### src/rtl/fetch_unit.sv
`default_nettype none
// ============================================================================
// Module   : fetch_unit
// Purpose  : In-order instruction fetch with variable-latency memory, result
//            FIFO, halt detection and redirect with in-flight discard.
// Revision : 1.0
// ============================================================================
module fetch_unit #(
    parameter int                ADDR_W   = 16,
    parameter int                INSTR_W  = 16,
    parameter int                OP_W     = 4,
    parameter logic [OP_W-1:0]   HALT_OP  = 4'hF,
    parameter int                DEPTH    = 4,
    parameter logic [ADDR_W-1:0] RESET_PC = '0
) (
    input  logic               CLK,
    input  logic               RST,
    output logic               mem_req,
    output logic [ADDR_W-1:0]  mem_addr,
    input  logic               mem_ready,
    input  logic               mem_rvalid,
    input  logic [INSTR_W-1:0] mem_rdata,
    input  logic               redirect,
    input  logic [ADDR_W-1:0]  redirect_pc,
    output logic               out_valid,
    input  logic               out_ready,
    output logic [INSTR_W-1:0] out_instr,
    output logic [ADDR_W-1:0]  out_pc,
    output logic               halted
);

    localparam int PTR_W = $clog2(DEPTH);
    localparam int CNT_W = PTR_W + 1;
    localparam logic [CNT_W:0] C_DEPTH = (CNT_W+1)'(DEPTH);

    typedef enum logic [0:0] {
        ST_RUN    = 1'b0,
        ST_HALTED = 1'b1
    } state_t;

    state_t               r_state;
    state_t               w_state_next;

    logic [ADDR_W-1:0]    r_fetch_pc;
    logic [ADDR_W-1:0]    r_resp_pc;
    logic [CNT_W-1:0]     r_outstanding;
    logic [CNT_W-1:0]     r_discard;
    logic [CNT_W-1:0]     r_count;
    logic [PTR_W-1:0]     r_wr_ptr;
    logic [PTR_W-1:0]     r_rd_ptr;
    logic [INSTR_W-1:0]   r_buf_instr [DEPTH];
    logic [ADDR_W-1:0]    r_buf_pc    [DEPTH];
    logic [INSTR_W-1:0]   r_out_instr;
    logic [ADDR_W-1:0]    r_out_pc;

    logic                 w_issue_ok;
    logic                 w_accept;
    logic                 w_drop;
    logic                 w_keep;
    logic                 w_is_halt;
    logic                 w_push;
    logic                 w_pop;
    logic [CNT_W-1:0]     w_out_after;
    logic [CNT_W-1:0]     w_count_next;
    logic [PTR_W-1:0]     w_rd_next;

    // Slots are reserved at issue time, so in-flight plus buffered never exceeds DEPTH.
    assign w_issue_ok  = ({1'b0, r_outstanding} + {1'b0, r_count}) < C_DEPTH;
    assign mem_req     = !RST && (r_state == ST_RUN) && !redirect && w_issue_ok;
    assign mem_addr    = r_fetch_pc;
    assign w_accept    = mem_req && mem_ready;

    assign w_drop      = (r_discard != '0);
    assign w_keep      = mem_rvalid && !w_drop;
    assign w_is_halt   = (mem_rdata[INSTR_W-1 -: OP_W] == HALT_OP);
    assign w_push      = w_keep && !redirect;

    assign out_valid   = !RST && (r_count != '0);
    assign w_pop       = out_valid && out_ready;
    assign out_instr   = r_out_instr;
    assign out_pc      = r_out_pc;
    assign halted      = (r_state == ST_HALTED);

    assign w_out_after  = r_outstanding + CNT_W'(w_accept) - CNT_W'(mem_rvalid);
    assign w_count_next = r_count + CNT_W'(w_push) - CNT_W'(w_pop);
    assign w_rd_next    = r_rd_ptr + PTR_W'(w_pop);

    always_comb begin
        w_state_next = r_state;
        if (redirect) begin
            w_state_next = ST_RUN;
        end else if (w_keep && w_is_halt) begin
            w_state_next = ST_HALTED;
        end
    end

    always_ff @(posedge CLK) begin
        if (RST) begin
            r_state <= ST_RUN;
        end else begin
            r_state <= w_state_next;
        end
    end

    // PC, in-flight and discard bookkeeping.
    always_ff @(posedge CLK) begin
        if (RST) begin
            r_fetch_pc    <= RESET_PC;
            r_resp_pc     <= RESET_PC;
            r_outstanding <= '0;
            r_discard     <= '0;
        end else begin
            r_outstanding <= w_out_after;
            if (redirect || (w_keep && w_is_halt)) begin
                r_discard <= w_out_after;
            end else if (mem_rvalid && w_drop) begin
                r_discard <= r_discard - 1'b1;
            end
            if (redirect) begin
                r_fetch_pc <= redirect_pc;
                r_resp_pc  <= redirect_pc;
            end else begin
                if (w_accept) begin
                    r_fetch_pc <= r_fetch_pc + 1'b1;
                end
                if (w_keep) begin
                    r_resp_pc <= r_resp_pc + 1'b1;
                end
            end
        end
    end

    always_ff @(posedge CLK) begin
        if (RST) begin
            r_wr_ptr <= '0;
            r_rd_ptr <= '0;
            r_count  <= '0;
        end else if (redirect) begin
            r_wr_ptr <= '0;
            r_rd_ptr <= '0;
            r_count  <= '0;
        end else begin
            r_wr_ptr <= r_wr_ptr + PTR_W'(w_push);
            r_rd_ptr <= w_rd_next;
            r_count  <= w_count_next;
        end
    end

    always_ff @(posedge CLK) begin
        if (w_push) begin
            r_buf_instr[r_wr_ptr] <= mem_rdata;
            r_buf_pc[r_wr_ptr]    <= r_resp_pc;
        end
    end

    // Head copy only reloads when the FIFO stays non-empty, so it holds when drained.
    always_ff @(posedge CLK) begin
        if (RST) begin
            r_out_instr <= '0;
            r_out_pc    <= '0;
        end else if (!redirect && (w_count_next != '0)) begin
            if (w_push && (r_wr_ptr == w_rd_next)) begin
                r_out_instr <= mem_rdata;
                r_out_pc    <= r_resp_pc;
            end else begin
                r_out_instr <= r_buf_instr[w_rd_next];
                r_out_pc    <= r_buf_pc[w_rd_next];
            end
        end
    end

endmodule
`default_nettype wire
### config.mk
export PLATFORM = sky130hd
export DESIGN_NAME = fetch_unit
export DESIGN_NICKNAME = d
export VERILOG_FILES = /design/src/rtl/fetch_unit.sv
export SDC_FILE = /design/constraint.sdc
export NUM_CORES = 1
export LEC_CHECK = 0
export BUFFER_PORTS_ARGS = -buffer_cell sky130_fd_sc_hd__buf_2
export CAP_MARGIN = 20
export CORE_MARGIN = 10
export CORE_UTILIZATION = 63
export DETAILED_ROUTE_END_ITERATION = 6
export HOLD_SLACK_MARGIN = 0.1
export PLACE_DENSITY = 0.92
export SYNTH_ARGS = -nofsm -noshare
export SYNTH_HDL_FRONTEND = slang
export SYNTH_SLANG_ARGS = --single-unit
### constraint.sdc
create_clock -name CLK -period 11.7 [get_ports CLK]
set_input_delay 1.755 -clock CLK [delete_from_list [all_inputs] [get_ports CLK]]
set_output_delay 1.755 -clock CLK [all_outputs]
set_load 0.005 [all_outputs]
Word level (Yosys, flattened, before mapping):

Memories as Yosys holds them, arrays and structs flattened. A register that Yosys moved wholly into a read port is not among the register bits.
Index checks and enable logic that the tools add are counted.

* memories kept: 2
* bits in registers: 46
* bits in latches: 0
* bits in read-only memories: 0
* bits of input ports: 38
* memory bits (writable): 128
* output and inout bits: 51
* logic and storage cells: 53

* divide/modulo/power cells: 0
* bitwise gates (word level): 1
* reductions and logical operators: 22
* shift-type cells: 0
* add/subtract/negate cells: 10
* magnitude comparators: 1
* equal/unequal tests: 1
* mux-type cells: 8
* $mul: 0

Memory list
* r_buf_instr: words 4, bits a word 16, rd ports 1, clocked after Yosys merged registers in 1, wr ports 1, RTL line 51 `logic [INSTR_W-1:0] r_buf_instr [DEPTH];`
* r_buf_pc: words 4, bits a word 16, rd ports 1, clocked after Yosys merged registers in 1, wr ports 1, RTL line 52 `logic [ADDR_W-1:0] r_buf_pc [DEPTH];`

Operator list (count)
* 2-to-1 mux 16 bit: 4
* adder 16 x 1 -> 16 bit (second input constant): 2
* logical AND 1 bit: 11
* nonzero test 3 bit: 3
* adder 3 x 1 -> 3 bit: 2
* 2-to-1 mux 3 bit: 2
* nonzero test 2 bit: 3
* subtractor 3 x 1 -> 3 bit: 2
* adder 2 x 1 -> 2 bit: 2
* adder 3 x 3 -> 4 bit: 1
* == test 4 bit (second input constant): 1
* less-than comparator 4 x 3 -> 1 bit (second input constant): 1
* zero test 1 bit: 3
* subtractor 3 x 1 -> 3 bit (second input constant): 1
* 2-to-1 mux 1 bit: 2
* OR reduction 2 bit: 1
* logical OR 1 bit: 1
* NOT 1 bit: 1

Depth between registers and ports, before layout:

* word-level depth: 8
* depth in mapped cells: 14
* depth with buffers taken out: 13

Least setup slack after synthesis:

No wires, ideal clock.

* path kind: input -> register
* start point: in redirect
* end point: mem r_buf_instr[2][0], enable pin
* setup slack: 6.652 ns
* cell stages on the path: 4
* required time: 11.232 ns
* data arrival time: 4.581 ns
* library setup time: 0.468 ns
* buffers on the path: 1
* cells stage by stage: clkbuf_1 > inv_2 > nand3b_1 > nor3b_1

* longest elaborated chain between the ends: 4

RTL lines
* start: declaration: RTL line 23 `input logic redirect,`
* zero test 1 bit: RTL line 76 `assign w_push = w_keep && !redirect;`
* logical AND 1 bit: RTL line 76
* 2-to-1 mux 1 bit: RTL line 150 `if (w_push) begin`
* 2-to-1 mux 1 bit (not written as such): RTL line 151 `r_buf_instr[r_wr_ptr] <= mem_rdata;`
* end: declaration: RTL line 51

No other way between the ends.

Worst setup path after layout:

* start point: in redirect
* end point: reg r_out_pc[3], in the netlist out_pc[3] (read register of r_buf_pc)

* longest elaborated chain between the ends: 6

RTL lines
* zero test 1 bit *: RTL line 76, 161
* logical AND 1 bit: RTL line 76
* adder 3 x 1 -> 3 bit: RTL line 85 `assign w_count_next = r_count + CNT_W'(w_push) - CNT_W'(w_pop);`
* subtractor 3 x 1 -> 3 bit: RTL line 85
* nonzero test 3 bit: RTL line 161 `end else if (!redirect && (w_count_next != '0)) begin`
* logical AND 1 bit *: RTL line 161
* end: declaration: RTL line 54 `logic [ADDR_W-1:0] r_out_pc;`

Mark *: on every way between the ends. The rest lies on a longest branch, timed or not.
A chain may end at the register's enable or synchronous reset.

==> results.json <==
{
  "status": "completed",
  "cts_made_buffers": 20,
  "synth_area_per_cell_um2": 13.44,
  "io_pins": 89,
  "post_cts.resized_instances": 0,
  "grt.total_usage": 0.2070,
  "vdd.ir_drop.worst_mv": 0.1311,
  "ys_async_sr_fraction": 0,
  "drt_pre_antenna_iters": 4,
  "initialDrtViolationCount": 459,
  "critical_path.cell_chain": "buf_2, inv_2, nand3b_1, ha_1, inv_1, ha_1, fa_1, xnor2_1, xnor2_1, a21oi_4, buf_4, nor2_1, a311oi_1",
  "grt_setup_unrepaired": "false",
  "timing.critical_path.slowest_cell_delay_ns": 0.57,
  "syn_nets": 683,
  "area_delta_synth_final_pct": 14.75,
  "final_cell_area_mm2": 0.009734,
  "path_buf_inv": 4,
  "die-width_um": 136.0,
  "floorplan.rows": 42,
  "start_util": 0.6406,
  "worst_slew_margin_rel": 0.4799,
  "worst_skew_pair.late_latency_ns": 0.49,
  "post_cts_buffers": 0,
  "synth.yosys.warnings": 0,
  "synth-seq-cells": 206,
  "insertedDiodeCount": 0,
  "cts_root_buf": "sky130_fd_sc_hd__clkbuf_16",
  "worstReg2RegStart": "r_discard[0]",
  "route.vias.total": 5537,
  "max_cap_viol_count": 0,
  "min_from": "out_pc[11]",
  "required_time_of_the_critical_path_ns": 12.05,
  "slew_viol_final": 0,
  "finalCritPeriodShare": 0.4340,
  "number_of_cells_after_detailed_placement": 870,
  "static-leakage-power_nw": 3.543,
  "holdCritPathClass": "register to register",
  "clock_sinks": 206,
  "cts_buffer_depth": 3,
  "drt-wirelength-per-cell_um": 21.09,
  "grt_first_pass_wirelength_um": 30820,
  "detail_route.vias_per_cell": 6.111,
  "grt_remaining_overflow": 0,
  "final_layout_size_suffix_gt1_frac": 0.2315,
  "crit_path_end_kind": "register",
  "critical_path.max_fanout": 64,
  "clock.fmax_mhz": 196.9,
  "cp_data_arrival_time_ns": 5.43,
  "fin_crit_ns": 5.078,
  "finalNetCount": 768,
  "netlist_area_mm2": 0.008483,
  "antenna_violating_nets_post_route": 0,
  "clk_pin_slew_ns": 0.06,
  "synth_seq_area_share": 0.6372,
  "gate_count_of_the_mapped_netlist": 631,
  "drc": 0,
  "cts_hold_buffers": 0,
  "instances_no_fill": 906,
  "detailed_place_hpwl_um": 11730,
  "layout.filler_cells": 831,
  "gp_congestion": 0.8927,
  "synth_cell_types": 48,
  "die-height_um": 136.0,
  "cts.htree.levels": 1,
  "report.final.hold_viol_count": 0,
  "first_global_vias": 5906,
  "timing.critical_path.from_type": "input pin",
  "place_area_mm2": 0.009094,
  "worst_pin_slew_ns": 0.7802,
  "synth_ff_type": "sky130_fd_sc_hd__edfxtp_1",
  "wirelength_um": 19100,
  "finalSetupTns_ns": 0,
  "worstSetupStartpoint": "redirect",
  "pwr_density_cell_mw_per_mm2": 176.6,
  "grt_antenna_before_repair": 0,
  "skew_ns": 0.01179,
  "cell_family_with_most_cp_delay": "buffers and inverters",
  "crit_path_top_delay_cell": "sky130_fd_sc_hd__buf_4",
  "fp.dieArea_mm2": 0.01851,
  "synth_edf_count": 128,
  "tritoncts": "done",
  "setup_viol_count_final": 0,
  "worstSetupPathType": "input pin to register",
  "port_buffers": 88,
  "coreArea_mm2": 0.01324,
  "postLayoutCoreUtil": 0.7351,
  "grt_max_degree": 67
}
-- kinds of logic after synthesis --
group           count (synthesis)  share of synthesized area
simple gates                  198                     0.1108
fa+ha+maj                      14                    0.02242
xor+xnor                       32                    0.03392
buf+inv                        58                    0.02891
mux                            38                    0.09233
flops                         206                     0.6372
compound gates                 85                    0.07448
-- cells in the mapped netlist, types with 3 or more instances --
| cell type | count | area, µm² |
|---|---|---|
| sky130_fd_sc_hd__edfxtp_1 | 128 | 3844 |
| sky130_fd_sc_hd__nand2_1 | 82 | 307.8 |
| sky130_fd_sc_hd__dfxtp_1 | 78 | 1562 |
| sky130_fd_sc_hd__nor2_1 | 50 | 187.7 |
| sky130_fd_sc_hd__a311oi_1 | 35 | 306.5 |
| sky130_fd_sc_hd__mux4_2 | 32 | 720.7 |
| sky130_fd_sc_hd__inv_1 | 21 | 78.83 |
| sky130_fd_sc_hd__xor2_1 | 18 | 157.7 |
| sky130_fd_sc_hd__a21boi_1 | 17 | 127.6 |
| sky130_fd_sc_hd__a21oi_1 | 17 | 85.08 |
| sky130_fd_sc_hd__clkbuf_1 | 17 | 63.81 |
| sky130_fd_sc_hd__buf_2 | 16 | 80.08 |
| sky130_fd_sc_hd__xnor2_1 | 13 | 113.9 |
| sky130_fd_sc_hd__ha_1 | 12 | 150.1 |
| sky130_fd_sc_hd__nand4_1 | 11 | 68.82 |
| sky130_fd_sc_hd__and2_1 | 9 | 56.30 |
| sky130_fd_sc_hd__nand3_1 | 9 | 45.04 |
| sky130_fd_sc_hd__and3_1 | 7 | 43.79 |
| sky130_fd_sc_hd__nor3_1 | 7 | 35.03 |
| sky130_fd_sc_hd__mux2i_1 | 4 | 40.04 |
| sky130_fd_sc_hd__nand3b_1 | 4 | 30.03 |
| sky130_fd_sc_hd__a31oi_1 | 3 | 18.77 |
| sky130_fd_sc_hd__and4_1 | 3 | 26.28 |
| sky130_fd_sc_hd__nor2b_1 | 3 | 18.77 |
| sky130_fd_sc_hd__o21ai_1 | 3 | 15.01 |
| sky130_fd_sc_hd__o21bai_1 | 3 | 22.52 |
-- worst paths after layout --
check | to | slack, ns | cells after the start
min | out_pc[11] | 0.50 | 2
max | out_pc[3] | 6.62 | 13
max reg2reg | out_pc[3] | 7.98 | 14
min reg2reg | out_pc[11] | 0.50 | 2
-- layout by cell type (no fill, tap or decap), types with 6 or more instances in the layout --
| cell | netlist | final |
|---|---|---|
| sky130_fd_sc_hd__mux4_2 | 32 | 32 |
| sky130_fd_sc_hd__a311oi_1 | 35 | 35 |
| sky130_fd_sc_hd__buf_4 | 2 | 10 |
| sky130_fd_sc_hd__nand2_1 | 82 | 82 |
| sky130_fd_sc_hd__dfxtp_1 | 78 | 78 |
| sky130_fd_sc_hd__edfxtp_1 | 128 | 128 |
| sky130_fd_sc_hd__xor2_1 | 18 | 18 |
| sky130_fd_sc_hd__nand4_1 | 11 | 11 |
| sky130_fd_sc_hd__a21oi_1 | 17 | 17 |
| sky130_fd_sc_hd__inv_1 | 21 | 21 |
| sky130_fd_sc_hd__clkbuf_16 | 0 | 21 |
| sky130_fd_sc_hd__clkbuf_1 | 17 | 8 |
| sky130_fd_sc_hd__and3_1 | 7 | 7 |
| sky130_fd_sc_hd__ha_1 | 12 | 11 |
| sky130_fd_sc_hd__nor2_1 | 50 | 49 |
| sky130_fd_sc_hd__and2_1 | 9 | 9 |
| sky130_fd_sc_hd__xnor2_1 | 13 | 13 |
| sky130_fd_sc_hd__buf_2 | 16 | 88 |
| sky130_fd_sc_hd__nor3_1 | 7 | 6 |
| sky130_fd_sc_hd__nand3_1 | 9 | 9 |
| sky130_fd_sc_hd__a21boi_1 | 17 | 17 |
-- metrics by stage --
stage / hold slack [ns] / setup slack (ns) / power (mW)
after detailed placement: 0.4910 / 6.244 / 1.107
after floorplan: 0.4853 / 6.652 / 1.018
after global routing: 0.5190 / 6.388 / 1.789
after CTS: 0.5004 / 6.639 / 1.729
final: 0.4986 / 6.622 / 1.719
after global placement: 0.4806 / 6.585 / 1.088
-- state kept, by name, indices dropped and copies added, names as in the netlist --
register,count
r_buf_instr,64
r_buf_pc,64
mem_addr,16
out_instr,16
out_pc,16
r_resp_pc,16
r_count,3
r_discard,3
r_outstanding,3
r_rd_ptr,2
r_wr_ptr,2
halted,1
-- cell type report --
cell class / count / area (µm²) / area share
clock buffers: 32 / 596.8 / 0.06131
flip-flops and latches: 206 / 5405 / 0.5553
inverters: 23 / 86.33 / 0.008869
multi-input cells: 367 / 2867 / 0.2945
repair buffers: 98 / 515.5 / 0.05296
well taps: 176 / 220.2 / 0.02262
clock inverters: 4 / 43.79 / 0.004499
-- tightest hold or removal path, cell delays in order (launching register included) --
cell                       delay [ns]
sky130_fd_sc_hd__dfxtp_1         0.31
sky130_fd_sc_hd__nor2_1          0.09
sky130_fd_sc_hd__a311oi_1        0.05
-- per-layer routing --
metal / up-vias / wire, µm / global-route usage
li1: 2515 / - / -
met2: 253 / 9744 / 0.3577
met3: 38 / 1400 / 0.03764
met4: 0 / 502 / 0.06509
met5: - / 0 / 0
met1: 2731 / 7457 / 0.2586
-- power by group --
part           internal (mW)  leakage [nW]  total, mW  switching (mW)
Sequential             0.825          1.81      0.862          0.0371
Clock                  0.371         0.313      0.624           0.253
Combinational         0.0969          1.42      0.232           0.136
Note: power is estimated with default switching activity, not from simulation.
